==> src/rtl/fp_unpack_align_if.sv <==
// fp_unpack_align_if: operand/result handshake bundle for the FP add/sub front end
// master drives kill, operands and out_ready; slave (the block) returns the unpacked fields.
interface fp_unpack_align_if;
  logic kill;
  logic in_valid;
  logic in_ready;
  logic [31:0] op_a;
  logic [31:0] op_b;
  logic sub;
  logic out_valid;
  logic out_ready;
  logic sign1;
  logic sign2;
  logic NaN;
  logic inf1;
  logic inf2;
  logic zero1;
  logic zero2;
  logic swap;
  logic [7:0] exp_big;
  logic [23:0] mant_big;
  logic [23:0] mant_small;
  logic [23:0] grs;
  modport master (
    output kill, in_valid, op_a, op_b, sub, out_ready,
    input in_ready, out_valid, sign1, sign2, NaN, inf1, inf2, zero1, zero2, swap,
    input exp_big, mant_big, mant_small, grs
  );
  modport slave (
    input kill, in_valid, op_a, op_b, sub, out_ready,
    output in_ready, out_valid, sign1, sign2, NaN, inf1, inf2, zero1, zero2, swap,
    output exp_big, mant_big, mant_small, grs
  );
endinterface

==> src/rtl/fp_unpack_align.sv <==
// fp_unpack_align: binary32 add/sub operand unpack, magnitude ordering and iterative alignment
// clk, reset (sync, active-high); io.slave: kill flush, in_valid/in_ready with op_a/op_b/sub,
// out_valid/out_ready with sign1/sign2, NaN/inf1/inf2/zero1/zero2, swap, exp_big, mant_big,
// mant_small and grs (G, R, sticky field shifted out of mant_small).
module fp_unpack_align #(
  parameter int SHIFT_PER_CYCLE = 8
) (
  input logic clk,
  input logic reset,
  fp_unpack_align_if.slave io
);
  localparam logic [1:0] IDLE = 2'd0, CLASS = 2'd1, ALIGN = 2'd2, DONE = 2'd3;
  localparam logic [5:0] SPC = 6'(SHIFT_PER_CYCLE);
  logic [1:0] state;
  logic [31:0] a, b;
  logic s;
  logic [5:0] rem, d, k;
  logic [7:0] ea_eff, eb_eff, diff;
  logic [23:0] ma, mb;
  logic nan_a, nan_b, inf_a, inf_b, z_a, z_b, b_gt, early;
  logic [47:0] win, shifted, lost;
  always_comb begin
    ea_eff = (a[30:23] == 8'd0) ? 8'd1 : a[30:23];
    eb_eff = (b[30:23] == 8'd0) ? 8'd1 : b[30:23];
    ma = {a[30:23] != 8'd0, a[22:0]};
    mb = {b[30:23] != 8'd0, b[22:0]};
    nan_a = (a[30:23] == 8'hFF) && (a[22:0] != '0);
    nan_b = (b[30:23] == 8'hFF) && (b[22:0] != '0);
    inf_a = (a[30:23] == 8'hFF) && (a[22:0] == '0);
    inf_b = (b[30:23] == 8'hFF) && (b[22:0] == '0);
    z_a = a[30:0] == '0;
    z_b = b[30:0] == '0;
    // raw {exp,frac} ordering equals significand-magnitude ordering, subnormals included
    b_gt = b[30:0] > a[30:0];
    diff = b_gt ? eb_eff - ea_eff : ea_eff - eb_eff;
    d = (diff > 8'd48) ? 6'd48 : diff[5:0];
    early = nan_a | nan_b | inf_a | inf_b | (z_b & !b_gt) | (z_a & b_gt) | (d == 6'd0);
    k = (rem < SPC) ? rem : SPC;
    win = {io.mant_small, io.grs};
    shifted = win >> k;
    lost = win & ~({48{1'b1}} << k);
  end
  always_ff @(posedge clk) begin
    if (reset || io.kill) begin
      state <= IDLE;
      a <= '0;
      b <= '0;
      s <= 1'b0;
      rem <= '0;
      io.sign1 <= 1'b0;
      io.sign2 <= 1'b0;
      io.NaN <= 1'b0;
      io.inf1 <= 1'b0;
      io.inf2 <= 1'b0;
      io.zero1 <= 1'b0;
      io.zero2 <= 1'b0;
      io.swap <= 1'b0;
      io.exp_big <= '0;
      io.mant_big <= '0;
      io.mant_small <= '0;
      io.grs <= '0;
    end else begin
      if (state == IDLE && io.in_valid) begin
        a <= io.op_a;
        b <= io.op_b;
        s <= io.sub;
        state <= CLASS;
      end
      if (state == CLASS) begin
        io.sign1 <= a[31];
        io.sign2 <= b[31] ^ s;
        io.NaN <= nan_a | nan_b;
        io.inf1 <= inf_a;
        io.inf2 <= inf_b;
        io.zero1 <= z_a;
        io.zero2 <= z_b;
        io.swap <= b_gt;
        io.exp_big <= b_gt ? eb_eff : ea_eff;
        io.mant_big <= b_gt ? mb : ma;
        io.mant_small <= b_gt ? ma : mb;
        io.grs <= '0;
        rem <= d;
        state <= early ? DONE : ALIGN;
      end
      // earlier sticky sits in bit 0, so it is part of lost and survives each step
      if (state == ALIGN) begin
        {io.mant_small, io.grs} <= {shifted[47:1], shifted[0] | (|lost)};
        rem <= rem - k;
        if (rem == k) state <= DONE;
      end
      if (state == DONE && io.out_ready) state <= IDLE;
    end
  end
  assign io.in_ready = state == IDLE;
  assign io.out_valid = state == DONE;
endmodule

==> src/flat_wrapper.sv <==
// flat-port wrapper written by rule: the top's interface ports become plain ports
module fp_unpack_align_flat 
#(
  parameter int SHIFT_PER_CYCLE = 8
)
  (clk, reset, io_kill, io_in_valid, io_op_a, io_op_b, io_sub, io_out_ready, io_in_ready, io_out_valid, io_sign1, io_sign2, io_NaN, io_inf1, io_inf2, io_zero1, io_zero2, io_swap, io_exp_big, io_mant_big, io_mant_small, io_grs);
  fp_unpack_align_if io_i ();
  input logic clk;
  input logic reset;
  input wire logic [$bits(io_i.kill)-1:0] io_kill;
  input wire logic [$bits(io_i.in_valid)-1:0] io_in_valid;
  input wire logic [$bits(io_i.op_a)-1:0] io_op_a;
  input wire logic [$bits(io_i.op_b)-1:0] io_op_b;
  input wire logic [$bits(io_i.sub)-1:0] io_sub;
  input wire logic [$bits(io_i.out_ready)-1:0] io_out_ready;
  output wire logic [$bits(io_i.in_ready)-1:0] io_in_ready;
  output wire logic [$bits(io_i.out_valid)-1:0] io_out_valid;
  output wire logic [$bits(io_i.sign1)-1:0] io_sign1;
  output wire logic [$bits(io_i.sign2)-1:0] io_sign2;
  output wire logic [$bits(io_i.NaN)-1:0] io_NaN;
  output wire logic [$bits(io_i.inf1)-1:0] io_inf1;
  output wire logic [$bits(io_i.inf2)-1:0] io_inf2;
  output wire logic [$bits(io_i.zero1)-1:0] io_zero1;
  output wire logic [$bits(io_i.zero2)-1:0] io_zero2;
  output wire logic [$bits(io_i.swap)-1:0] io_swap;
  output wire logic [$bits(io_i.exp_big)-1:0] io_exp_big;
  output wire logic [$bits(io_i.mant_big)-1:0] io_mant_big;
  output wire logic [$bits(io_i.mant_small)-1:0] io_mant_small;
  output wire logic [$bits(io_i.grs)-1:0] io_grs;
  assign io_i.kill = io_kill;
  assign io_i.in_valid = io_in_valid;
  assign io_i.op_a = io_op_a;
  assign io_i.op_b = io_op_b;
  assign io_i.sub = io_sub;
  assign io_i.out_ready = io_out_ready;
  assign io_in_ready = io_i.in_ready;
  assign io_out_valid = io_i.out_valid;
  assign io_sign1 = io_i.sign1;
  assign io_sign2 = io_i.sign2;
  assign io_NaN = io_i.NaN;
  assign io_inf1 = io_i.inf1;
  assign io_inf2 = io_i.inf2;
  assign io_zero1 = io_i.zero1;
  assign io_zero2 = io_i.zero2;
  assign io_swap = io_i.swap;
  assign io_exp_big = io_i.exp_big;
  assign io_mant_big = io_i.mant_big;
  assign io_mant_small = io_i.mant_small;
  assign io_grs = io_i.grs;
  fp_unpack_align #(.SHIFT_PER_CYCLE(SHIFT_PER_CYCLE)) u_core (.clk(clk), .reset(reset), .io(io_i));
endmodule
==> config.mk <==
export PLATFORM = sky130hd
export DESIGN_NAME = fp_unpack_align_flat
export DESIGN_NICKNAME = d
export VERILOG_FILES = /design/src/rtl/fp_unpack_align_if.sv /design/src/rtl/fp_unpack_align.sv /design/src/flat_wrapper.sv
export SDC_FILE = /design/constraint.sdc
export NUM_CORES = 1
export LEC_CHECK = 0
export BUFFER_PORTS_ARGS = -buffer_cell sky130_fd_sc_hd__buf_2
export CAP_MARGIN = 10
export CORE_MARGIN = 8
export CORE_UTILIZATION = 45
export CTS_CLUSTER_SIZE = 28
export DETAILED_ROUTE_END_ITERATION = 12
export PLACE_DENSITY = 0.77
export SYNTH_ARGS = -nofsm -noshare
export SYNTH_HDL_FRONTEND = slang
export SYNTH_SLANG_ARGS = --single-unit
==> constraint.sdc <==
create_clock -name clk -period 8.64 [get_ports clk]
set_input_delay 0 -clock clk [delete_from_list [all_inputs] [get_ports clk]]
set_output_delay 0 -clock clk [all_outputs]
set_load 0.02 [all_outputs]
Word level (Yosys, flattened, before mapping)
Index checks and enable logic that the tools add are counted.
{"block": "word_totals", "mem_count": 0, "latchBits": 0, "register_bits": 161, "wordCells": 85, "rom_bits": 0, "input_bits": 70, "ram_bits": 0}
{"block": "classes", "multipliers": 0, "n_eq_ne": 6, "div_mod_pow": 0, "n_lt_le_gt_ge": 3, "bitwise": 12, "n_shift": 2, "n_reduce_logical": 23, "n_addsub": 3, "muxes": 19}
{"operator": "2-to-1 mux 24 bit", "count": 6}
{"operator": "logical NOT 31 bit", "count": 2}
{"operator": "bitwise AND 48 bit", "count": 1}
{"operator": "NOT 48 bit", "count": 1}
{"operator": "OR reduction 48 bit", "count": 1}
{"operator": "left shift 48 x 6 -> 48 bit, first input constant", "count": 1}
{"operator": ">> shifter 48 x 6 -> 48 bit", "count": 1}
{"operator": "logical NOT 23 bit", "count": 2}
{"operator": "nonzero test 23 bit", "count": 2}
{"operator": "2-to-1 mux 8 bit", "count": 4}
{"operator": "greater-than comparator 31 bit", "count": 1}
{"operator": "2-to-1 mux 6 bit", "count": 4}
{"operator": "equality test 8 bit, second input constant", "count": 2}
{"operator": "logical NOT 8 bit", "count": 2}
{"operator": "nonzero test 8 bit", "count": 2}
{"operator": "subtractor 8 bit", "count": 2}
{"operator": "greater-than comparator 8 x 6 -> 1 bit, second input constant", "count": 1}
{"operator": "2-to-1 mux 2 bit", "count": 4}
{"operator": "bitwise OR 1 bit", "count": 7}
{"operator": "equality test 6 bit", "count": 1}
{"operator": "logical AND 1 bit", "count": 6}
{"operator": "logical NOT 6 bit", "count": 1}
{"operator": "less-than comparator 6 x 4 -> 1 bit, second input constant", "count": 1}
{"operator": "subtractor 6 bit", "count": 1}
{"operator": "10 further kinds", "count": 12}

Logic depth before layout (Yosys ltp)
Gate-level depths: netlist of the first run.
{"block": "logic_depth", "depth_word": 12, "depth_mapped": 16}

Worst setup path after synthesis of the first run
OpenSTA, ideal clock, no wires.
{"block": "synth_path", "path_type": "flip-flop to flip-flop", "start": "register u_core.b[25]", "end": "register u_core.rem[1]", "path_slack_ns": 5.321, "path_stages_with_launch": 17, "path_buffers": 1, "arrival_time_ns": 3.243, "required_time_ns": 8.564, "synth_period_minus_slack_ns": 3.319, "cell_sequence": "dfxtp_1 > clkbuf_1 > or4_1 > nor2_1 > nor2_1 > inv_1 > ha_1 > inv_1 > fa_1 > a21o_1 > a21oi_1 > o21ai_0 > and3_1 > o21ai_0 > nand4b_1 > a2111o_1 > o22ai_1"}
{"block": "synth_via", "elab_chain_cells": 8}
{"element": "from (decl)", "line_no": "fp_unpack_align.sv:15", "rtl": "logic [31:0] a, b;"}
{"element": "from (signal assigned)", "line_no": "fp_unpack_align.sv:65", "rtl": "b <= io.op_b;"}
{"element": "logical NOT 8 bit", "line_no": "fp_unpack_align.sv:24", "rtl": "eb_eff = (b[30:23] == 8'd0) ? 8'd1 : b[30:23];"}
{"element": "2-to-1 mux 8 bit", "line_no": "fp_unpack_align.sv:24"}
{"element": "subtractor 8 bit", "line_no": "fp_unpack_align.sv:35", "rtl": "diff = b_gt ? eb_eff - ea_eff : ea_eff - eb_eff;"}
{"element": "2-to-1 mux 8 bit (*)", "line_no": "fp_unpack_align.sv:35"}
{"element": "greater-than comparator 8 x 6 -> 1 bit", "line_no": "fp_unpack_align.sv:36", "rtl": "d = (diff > 8'd48) ? 6'd48 : diff[5:0];"}
{"element": "2-to-1 mux 6 bit (*)", "line_no": "fp_unpack_align.sv:36"}
{"element": "2-to-1 mux 6 bit (*)", "line_no": "fp_unpack_align.sv:69", "rtl": "if (state == CLASS) begin"}
{"element": "2-to-1 mux 6 bit (*)", "line_no": "fp_unpack_align.sv:86", "rtl": "if (state == ALIGN) begin"}
{"element": "to (signal assigned)", "line_no": "fp_unpack_align.sv:88", "rtl": "rem <= rem - k;"}
{"element": "to (decl)", "line_no": "fp_unpack_align.sv:17", "rtl": "logic [5:0] rem, d, k;"}
Mark *: on every way between the ends. The rest lies on a longest branch, timed or not. The select of a mux whose other input is x is not followed.
A chain may end at the register's enable or synchronous reset.

Final worst setup path of the first run
{"block": "layout_path", "start": "register u_core.a[24]", "end": "register u_core.state[0]"}
{"block": "layout_via", "elab_chain_cells": 12}
{"element": "from (decl)", "line_no": "fp_unpack_align.sv:15"}
{"element": "from (signal assigned)", "line_no": "fp_unpack_align.sv:64", "rtl": "a <= io.op_a;"}
{"element": "logical NOT 8 bit or equality test 8 bit (tied branches)", "line_no": "fp_unpack_align.sv:23, fp_unpack_align.sv:27, fp_unpack_align.sv:29"}
{"element": "2-to-1 mux 8 bit or logical AND 1 bit (tied branches)", "line_no": "fp_unpack_align.sv:23, fp_unpack_align.sv:27"}
{"element": "subtractor 8 bit or bitwise OR 1 bit (tied branches)", "line_no": "fp_unpack_align.sv:35, fp_unpack_align.sv:37"}
{"element": "2-to-1 mux 8 bit or bitwise OR 1 bit (tied branches)", "line_no": "fp_unpack_align.sv:35, fp_unpack_align.sv:37"}
{"element": "greater-than comparator 8 x 6 -> 1 bit or bitwise OR 1 bit (tied branches)", "line_no": "fp_unpack_align.sv:36, fp_unpack_align.sv:37"}
{"element": "2-to-1 mux 6 bit or bitwise OR 1 bit (tied branches)", "line_no": "fp_unpack_align.sv:36, fp_unpack_align.sv:37"}
{"element": "logical NOT 6 bit or bitwise OR 1 bit (tied branches)", "line_no": "fp_unpack_align.sv:37", "rtl": "early = nan_a | nan_b | inf_a | inf_b | (z_b & !b_gt) | (z_a & b_gt) | (d == 6'd0);"}
{"element": "bitwise OR 1 bit (*)", "line_no": "fp_unpack_align.sv:37"}
{"element": "2-to-1 mux 1 bit (*)", "line_no": "fp_unpack_align.sv:83", "rtl": "state <= early ? DONE : ALIGN;"}
{"element": "2-to-1 mux 2 bit (*)", "line_no": "fp_unpack_align.sv:69"}
{"element": "2-to-1 mux 2 bit", "line_no": "fp_unpack_align.sv:89", "rtl": "if (rem == k) state <= DONE;"}
{"element": "2-to-1 mux 2 bit (*)", "line_no": "fp_unpack_align.sv:86"}
{"element": "to (signal assigned)", "line_no": "fp_unpack_align.sv:83"}
{"element": "to (decl)", "line_no": "fp_unpack_align.sv:14", "rtl": "logic [1:0] state;"}
Mark *: on every way between the ends. The rest lies on a longest branch, timed or not.

==> results of run 1 <==
==> per-layer routing <==
layer	part of all wire (%)	up-vias	global-route usage (%)
met5	0	-	0
met4	2.1	0	6.86
met1	43	4857	28.8
met2	47	437	36.1
met3	7.4	49	5.09
li1	-	4932	-
==> flip-flops by register name, indices dropped and copies added (netlist names) <==
register / cells
u_core.io.zero1: 1
u_core.io.zero2: 1
u_core.s: 1
u_core.io.grs: 24
u_core.io.mant_small: 24
u_core.io.mant_big: 24
u_core.state: 2
u_core.io.sign1: 1
u_core.io.sign2: 1
u_core.io.NaN: 1
u_core.b: 32
u_core.io.inf2: 1
u_core.io.exp_big: 8
u_core.a: 32
u_core.io.swap: 1
u_core.io.inf1: 1
u_core.rem: 6
==> worst max path at each step <==
| stage | startpoint | to | slack [ns] | cells after the start |
|---|---|---|---|---|
| 3_3_place_gp | u_core.a[24] | u_core.state[0] | 4.68 | 11 |
| 6_report | u_core.a[24] | u_core.state[0] | 4.48 | 11 |
| 4_1_cts | u_core.a[24] | u_core.state[0] | 4.49 | 11 |
| 5_1_grt | u_core.a[24] | u_core.state[0] | 4.23 | 11 |
| 3_5_place_dp | u_core.a[24] | u_core.state[0] | 4.59 | 11 |
| 2_1_floorplan | u_core.b[25] | u_core.rem[1] | 5.32 | 16 |
==> worst min-delay path, delay by kind of cell <==
family,cells,cell delay (ns)
compound gates,3,0.40
simple gates,2,0.21
buf+inv,1,0.09
==> report_power, final <==
part	internal (mW)	leakage [nW]	switching (mW)
combinational	0.181	3.58	0.359
clock	0.389	0.285	0.374
sequential	0.768	1.30	0.0343
total	1.34	5.17	0.767
==> logic make-up after synthesis <==
logic type / count (synthesis) / synth area share [%]
AOI/OAI and AO/OA: 343 / 20.9
xor gates and xnor gates: 8 / 0.696
adders and majority gates: 53 / 6.73
buffers and inverters: 169 / 6.45
DFF: 161 / 32.0
muxes: 144 / 14.4
other: 1 / 0.0372
and+or+nand+nor: 443 / 18.7
==> final cells by class <==
type                    instances  share of cell area [%]
multi-input cells             992                    51.2
flip-flops and latches        161                    26.5
repair buffers                238                    12.8
clock buffers                  17                    3.50
well taps                     280                    2.88
inverters                      54                    1.67
clock inverters                15                    1.38
==> what timing repair did <==
action	CTS	global route
endpoints found under the setup margin	0	0
hold endpoints to repair	69	0
hold buffers	68	0
==> Yosys cell counts, types with 3 or more instances <==
master    number
mux2i_1      142
o31ai_1        4
nor2_1        82
nand2_1      282
dfxtp_1      161
a221o_1        4
buf_2          6
a311oi_1      31
a21oi_1      166
xor2_1         3
buf_1         22
a22oi_1        9
o21ai_1        6
and3_1         5
nand3_1       12
clkbuf_1      85
ha_1          51
and2_1         4
o21bai_1       3
nand4_1       10
xnor2_1        5
nor2b_1        4
inv_1         53
nor3_1         8
o21ai_0       43
nand2b_1       3
o211ai_1      43
a211oi_1       9
nor4_1        14
or3_1          3
o22ai_1        5
==> through the flow <==
| step | hold slack, ns | cells | worst slack [ns] |
|---|---|---|---|
| floorplan | 0.0966 | 1322 | 5.32 |
| global placement | 0.219 | 1657 | 4.68 |
| global route | 0.330 | 1757 | 4.23 |
| finish | 0.291 | 1757 | 4.48 |
| detailed placement | 0.228 | 1657 | 4.59 |
| CTS | 0.292 | 1757 | 4.49 |
==> results.sh, run 1 <==
export IMPL_slowest_stage="nor2_4"
export IMPL_final_cell_mix="nand2_1 (280), a21oi_1 (166), dfxtp_1 (160)"
export IMPL_critPathMaxFanout=40
export IMPL_core_sq_um=21900
export IMPL_ys_seq_area_share_pct=32.0
export IMPL_dpl_hpwl_mm=21.8
export IMPL_syn_cell_area_sq_um=10100
export IMPL_setup_viol=0
export IMPL_clock_path_buffers=2
export IMPL_cp_start_kind="flip-flop"
export IMPL_vias_per_cell=5.85
export IMPL_grt_pass1_wl_mm=51.8
export IMPL_crit_chain="inv_1 -> ha_1 -> nand4_1 -> or4_4 -> nor4_4 -> a41oi_1 -> nor2_4 -> buf_4 -> a21oi_1 -> o41a_1 -> a31o_2"
export IMPL_regArea_sq_um=3220
export IMPL_drive_gt1_share_pct=15.0
export IMPL_synth_area_leaders="dfxtp_1 (32%), mux2i_1 (14%), nand2_1 (11%)"
export IMPL_layout_commonest_cell="nand2_1"
export IMPL_cp_end_kind="flip-flop"
export IMPL_clock_fmax_mhz=241
export IMPL_r2r_cells=11
export IMPL_dieArea_sq_um=27400
export IMPL_post_cts_buffers=0
export IMPL_reg2reg_from="u_core.a[24]"
export IMPL_reg2reg_to="u_core.state[0]"
export IMPL_multi_input_area_sq_um=6230
export IMPL_grt_usage_pct=22.3
export IMPL_criticalPathCategory="flip-flop to flip-flop"
export IMPL_skew_ns=0.0141
export IMPL_netlist_instances=1322
export IMPL_synth_top_cell_area_share_pct=32.0
export IMPL_overflow=0
export IMPL_final_max_slew_violation_count=0
export IMPL_vias=10300
export IMPL_antenna_found_initial=0
export IMPL_area_growth_pct=20.7
export IMPL_finalHoldViolCount=0
export IMPL_synth_nets=1445
export IMPL_cp_buffers_inverters=2
export IMPL_power_density_cell_area_nw_per_um2=173
export IMPL_numCtsBuffers=17
export IMPL_gp_congestion=0.908
export IMPL_synth_edf_count=0
export IMPL_slew_headroom_pct=33.0
export IMPL_irDropWorstVdd_uv=121
export IMPL_fp_dieW_um=166
export IMPL_cellLeakagePower_nw=5.17
export IMPL_fill_cells=1996
export IMPL_dr_pass1_iters=5
export IMPL_final_area_sq_um=12200
export IMPL_arrival_ns=4.49
export IMPL_max_stage_delay_ns=0.62
export IMPL_synth_top_area_cell="dfxtp_1"
export IMPL_cts_root_buf="clkbuf_16"
export IMPL_drc=0
export IMPL_clkTransAtPathRegs_ns=0.07
export IMPL_detail_route_antenna_nets=0
export IMPL_syn_area_per_cell_sq_um=7.62
export IMPL_clk_latency_ns=0.44
export IMPL_period_minus_slack_ns=4.16
export IMPL_n_antenna_cell=0
export IMPL_worst_hold_path_endpoint="u_core.state[0]"
export IMPL_io_pins=160
export IMPL_postLayoutCoreUtil_pct=55.5
export IMPL_hp_class="input port to flip-flop"
export IMPL_rows=54
export IMPL_min_delay_start="io_in_valid"
export IMPL_synth_cell_types=65
export IMPL_grt_pass1_vias=9869
export IMPL_synth_warnings=0
export IMPL_r2r_slack_ns=4.48
export IMPL_first_iter_violations=1118
export IMPL_fin_crit_sh_pct=48.1
export IMPL_total_power_mw=2.10
export IMPL_cts_resized=0
export IMPL_finalSetupTns_ns=0
export IMPL_ys_seq_elements=161
export IMPL_die_y_um=166
export IMPL_initial_core_util_pct=46.0
export IMPL_outcome="complete, no violations"
export IMPL_clock_sinks=161
export IMPL_rsz0062_at_grt="false"
export IMPL_grt_max_degree=88
export IMPL_tightest_slew_ns=0.998
export IMPL_cp_top_family="simple AND/OR/NAND/NOR gates"
export IMPL_hold_depth=6
export IMPL_wire_per_inst_um=18.3
export IMPL_place_area_sq_um=10900
export IMPL_async_flop_share_pct=0
export IMPL_port_buffers=159
export IMPL_cp_required_ns=8.97
export IMPL_synth_flop_cell="dfxtp_1"
export IMPL_nets=1587
export IMPL_cts_tree="built"
export IMPL_htree_num_levels=4
export IMPL_maxCapViolations=0
export IMPL_routed_wl_mm=32.1
No activity file was read; power rests on OpenSTA's default activity.
==> run 2: changes to the inputs <==
--- a/config.mk
+++ b/config.mk
@@ -5,13 +5,14 @@
 export SDC_FILE = /design/constraint.sdc
 export NUM_CORES = 1
 export LEC_CHECK = 0
+export ABC_AREA = 1
 export BUFFER_PORTS_ARGS = -buffer_cell sky130_fd_sc_hd__buf_2
 export CAP_MARGIN = 10
 export CORE_MARGIN = 8
 export CORE_UTILIZATION = 45
 export CTS_CLUSTER_SIZE = 28
 export DETAILED_ROUTE_END_ITERATION = 12
-export PLACE_DENSITY = 0.77
+export PLACE_DENSITY = 0.79
 export SYNTH_ARGS = -nofsm -noshare
 export SYNTH_HDL_FRONTEND = slang
 export SYNTH_SLANG_ARGS = --single-unit
==> constraint.sdc (replaced) <==
create_clock -name clk -period 3.79 [get_ports clk]
set_input_delay 0 -clock clk [delete_from_list [all_inputs] [get_ports clk]]
set_output_delay 0 -clock clk [all_outputs]
set_load 0.02 [all_outputs]
==> results.sh, run 2 <==
export IMPL_worst_path_most_repeated_cell="nand2_1"
export IMPL_synth_top_area_cell="dfxtp_1"
export IMPL_core_sq_um=21800
export IMPL_reg2reg_to="u_core.rem[2]"
export IMPL_synth_cell_types=56
export IMPL_tightest_slew_ns=1.04
export IMPL_criticalPathCategory="flip-flop to flip-flop"
export IMPL_synth_edf_count=0
export IMPL_maxCapViolations=0
export IMPL_grt_pass1_wl_mm=53.0
export IMPL_power_density_cell_area_nw_per_um2=393
export IMPL_dr_pass1_iters=6
export IMPL_wl_met1_mm=14.0
export IMPL_max_stage_delay_ns=0.52
export IMPL_numCtsBuffers=17
export IMPL_cp_end_kind="flip-flop"
export IMPL_syn_cell_area_sq_um=10000
export IMPL_initial_core_util_pct=46.0
export IMPL_rsz0062_at_grt="false"
export IMPL_synth_area_leaders="dfxtp_1 (32%), nand2_1 (14%), o21ai_0 (11%)"
export IMPL_grt_pass1_vias=10300
export IMPL_cp_buffers_inverters=1
export IMPL_top_regs="u_core.a x32, u_core.b x32"
export IMPL_skew_ns=0.0119
export IMPL_cellLeakagePower_nw=5.37
export IMPL_clock_path_buffers=2
export IMPL_synth_top_cell_area_share_pct=32.1
export IMPL_die_y_um=165
export IMPL_clock_fmax_mhz=306
export IMPL_cts_root_buf="clkbuf_16"
export IMPL_port_buffers=159
export IMPL_synth_flop_cell="dfxtp_1"
export IMPL_setup_viol=0
export IMPL_slowest_stage="nor3_1"
export IMPL_wl_met3_mm=3.18
export IMPL_worst_hold_path_endpoint="u_core.b[30]"
export IMPL_arrival_ns=3.62
export IMPL_htree_num_levels=4
export IMPL_maxUsedRoutingLayer="met4"
export IMPL_drc=0
export IMPL_nets=1793
export IMPL_layout_commonest_cell="nand2_1"
export IMPL_finalSetupTns_ns=0
export IMPL_hp_class="input port to flip-flop"
export IMPL_drive_gt1_share_pct=14.6
export IMPL_first_iter_violations=1327
export IMPL_cts_tree="built"
export IMPL_r2r_cells=18
export IMPL_syn_area_per_cell_sq_um=6.62
export IMPL_ys_seq_elements=161
export IMPL_detail_route_antenna_nets=0
export IMPL_synth_nets=1637
export IMPL_min_delay_start="io_op_b[30]"
export IMPL_grt_usage_pct=24.0
export IMPL_hold_depth=4
export IMPL_async_flop_share_pct=0
export IMPL_slew_headroom_pct=30.8
export IMPL_clkTransAtPathRegs_ns=0.07
export IMPL_period_minus_slack_ns=3.27
export IMPL_gp_congestion=0.906
export IMPL_fill_cells=1998
export IMPL_final_cell_mix="nand2_1 (370), o21ai_0 (211), dfxtp_1 (161)"
export IMPL_netlist_top_cells_count="nand2_1 (371), o21ai_0 (211), dfxtp_1 (161)"
export IMPL_vias=11100
export IMPL_io_pins=160
export IMPL_finalHoldViolCount=0
export IMPL_irDropWorstVdd_uv=307
export IMPL_cp_start_kind="flip-flop"
export IMPL_grt_max_degree=112
export IMPL_final_max_slew_violation_count=0
export IMPL_reg2reg_from="u_core.b[27]"
export IMPL_dpl_hpwl_mm=22.9
export IMPL_met2_length_mm=14.7
export IMPL_critPathMaxFanout=6
export IMPL_clock_sinks=161
export IMPL_area_growth_pct=21.2
export IMPL_cp_top_family="simple AND/OR/NAND/NOR gates"
export IMPL_dieArea_sq_um=27300
export IMPL_r2r_slack_ns=0.52
export IMPL_synth_most_common_cell="nand2_1"
export IMPL_overflow=0
export IMPL_fin_crit_sh_pct=86.2
export IMPL_outcome="complete, no violations"
export IMPL_ys_seq_area_share_pct=32.1
export IMPL_routed_wl_mm=33.2
export IMPL_netlist_instances=1514
export IMPL_postLayoutCoreUtil_pct=55.7
export IMPL_whs_ns=0.364
export IMPL_wire_per_inst_um=16.9
export IMPL_rows=54
export IMPL_cp_num_cells=18
export IMPL_synth_warnings=0
export IMPL_vias_per_cell=5.67
export IMPL_clk_latency_ns=0.44
export IMPL_crit_chain="nor4_1 -> nand3_1 -> nor3_1 -> nor2_1 -> ha_1 -> fa_1 -> inv_1 -> nand2_1 -> nand2_1 -> xor2_1 -> nand2_1 -> nand2_1 -> nor2_1 -> nand2_2 -> nand2_2 -> nor2_4 -> nand2_1 -> a21oi_1"
export IMPL_fp_dieW_um=165
export IMPL_antenna_found_initial=0
export IMPL_cp_required_ns=4.14
-- run 2: changes by cell type after synthesis, moves of 10 or more --
cell,change
a31oi_1,+52
o211ai_1,-37
a311oi_1,-30
inv_1,+97
nand4_1,+12
nor2_1,-14
o21ai_0,+168
mux2i_1,-133
buf_2,+10
nand2_1,+89
a21oi_1,-18
nand3_1,+10
buf_1,-16
-- run 2: logic make-up after synthesis --
family / count (synthesis) / synth area share, %
AOI/OAI and AO/OA: 477 / 26.0
xor gates and xnor gates: 15 / 1.38
adders and majority gates: 53 / 6.76
buffers and inverters: 265 / 10.5
DFF: 161 / 32.1
muxes: 9 / 0.898
other: 1 / 0.0374
and+or+nand+nor: 533 / 22.3
-- run 2: what timing repair did --
item	CTS	global route
gates resized for setup	0	0
hold buffers	73	0
hold endpoints to repair	82	0
buffers inserted	0	0
endpoints found under the setup margin	0	0
-- run 2: layout make-up --
class	instances	area, sq um	area share (%)
Antenna cell	1	2.50	0.0206
Tap cell	280	350	2.88
Multi-Input combinational cell	1088	5770	47.5
Clock buffer	18	439	3.61
Inverter	157	592	4.87
Timing Repair Buffer	245	1640	13.5
Clock inverter	14	145	1.19
Sequential cell	161	3220	26.5
-- run 2: worst max-delay path by stage --
stage / startpoint / to
2_1_floorplan: u_core.b[26] / u_core.rem[4]
3_3_place_gp: u_core.b[27] / u_core.rem[4]
3_5_place_dp: u_core.b[26] / u_core.rem[2]
4_1_cts: u_core.b[27] / u_core.rem[2]
5_1_grt: u_core.b[26] / u_core.rem[1]
6_report: u_core.b[27] / u_core.rem[2]
-- run 2: worst min-delay path, stage by stage --
cell,delay (ns)
dlygate4sd3_1,0.52
buf_2,0.10
o21ai_0,0.07
nor2_1,0.07
-- run 2: per-layer routing --
metal	up-vias	track usage, %
li1	5393	-
met1	5030	31.9
met2	625	37.1
met3	82	4.98
met4	0	9.83
met5	-	0
-- run 2: power breakdown --
group          internal (mW)  total [mW]  switching [mW]
combinational          0.416        1.24           0.828
clock                  0.895        1.72           0.821
sequential              1.75        1.82          0.0653
-- run 2: metrics by stage --
stage	power [mW]	setup slack, ns	std cells	instance area (sq um)
finish	4.78	0.521	1964	12200
CTS	4.76	0.559	1963	12200
global route	5.02	0.217	1963	12200
global placement	2.99	0.699	1858	10800
floorplan	2.71	1.07	1514	10000
detailed placement	3.01	0.626	1858	10800
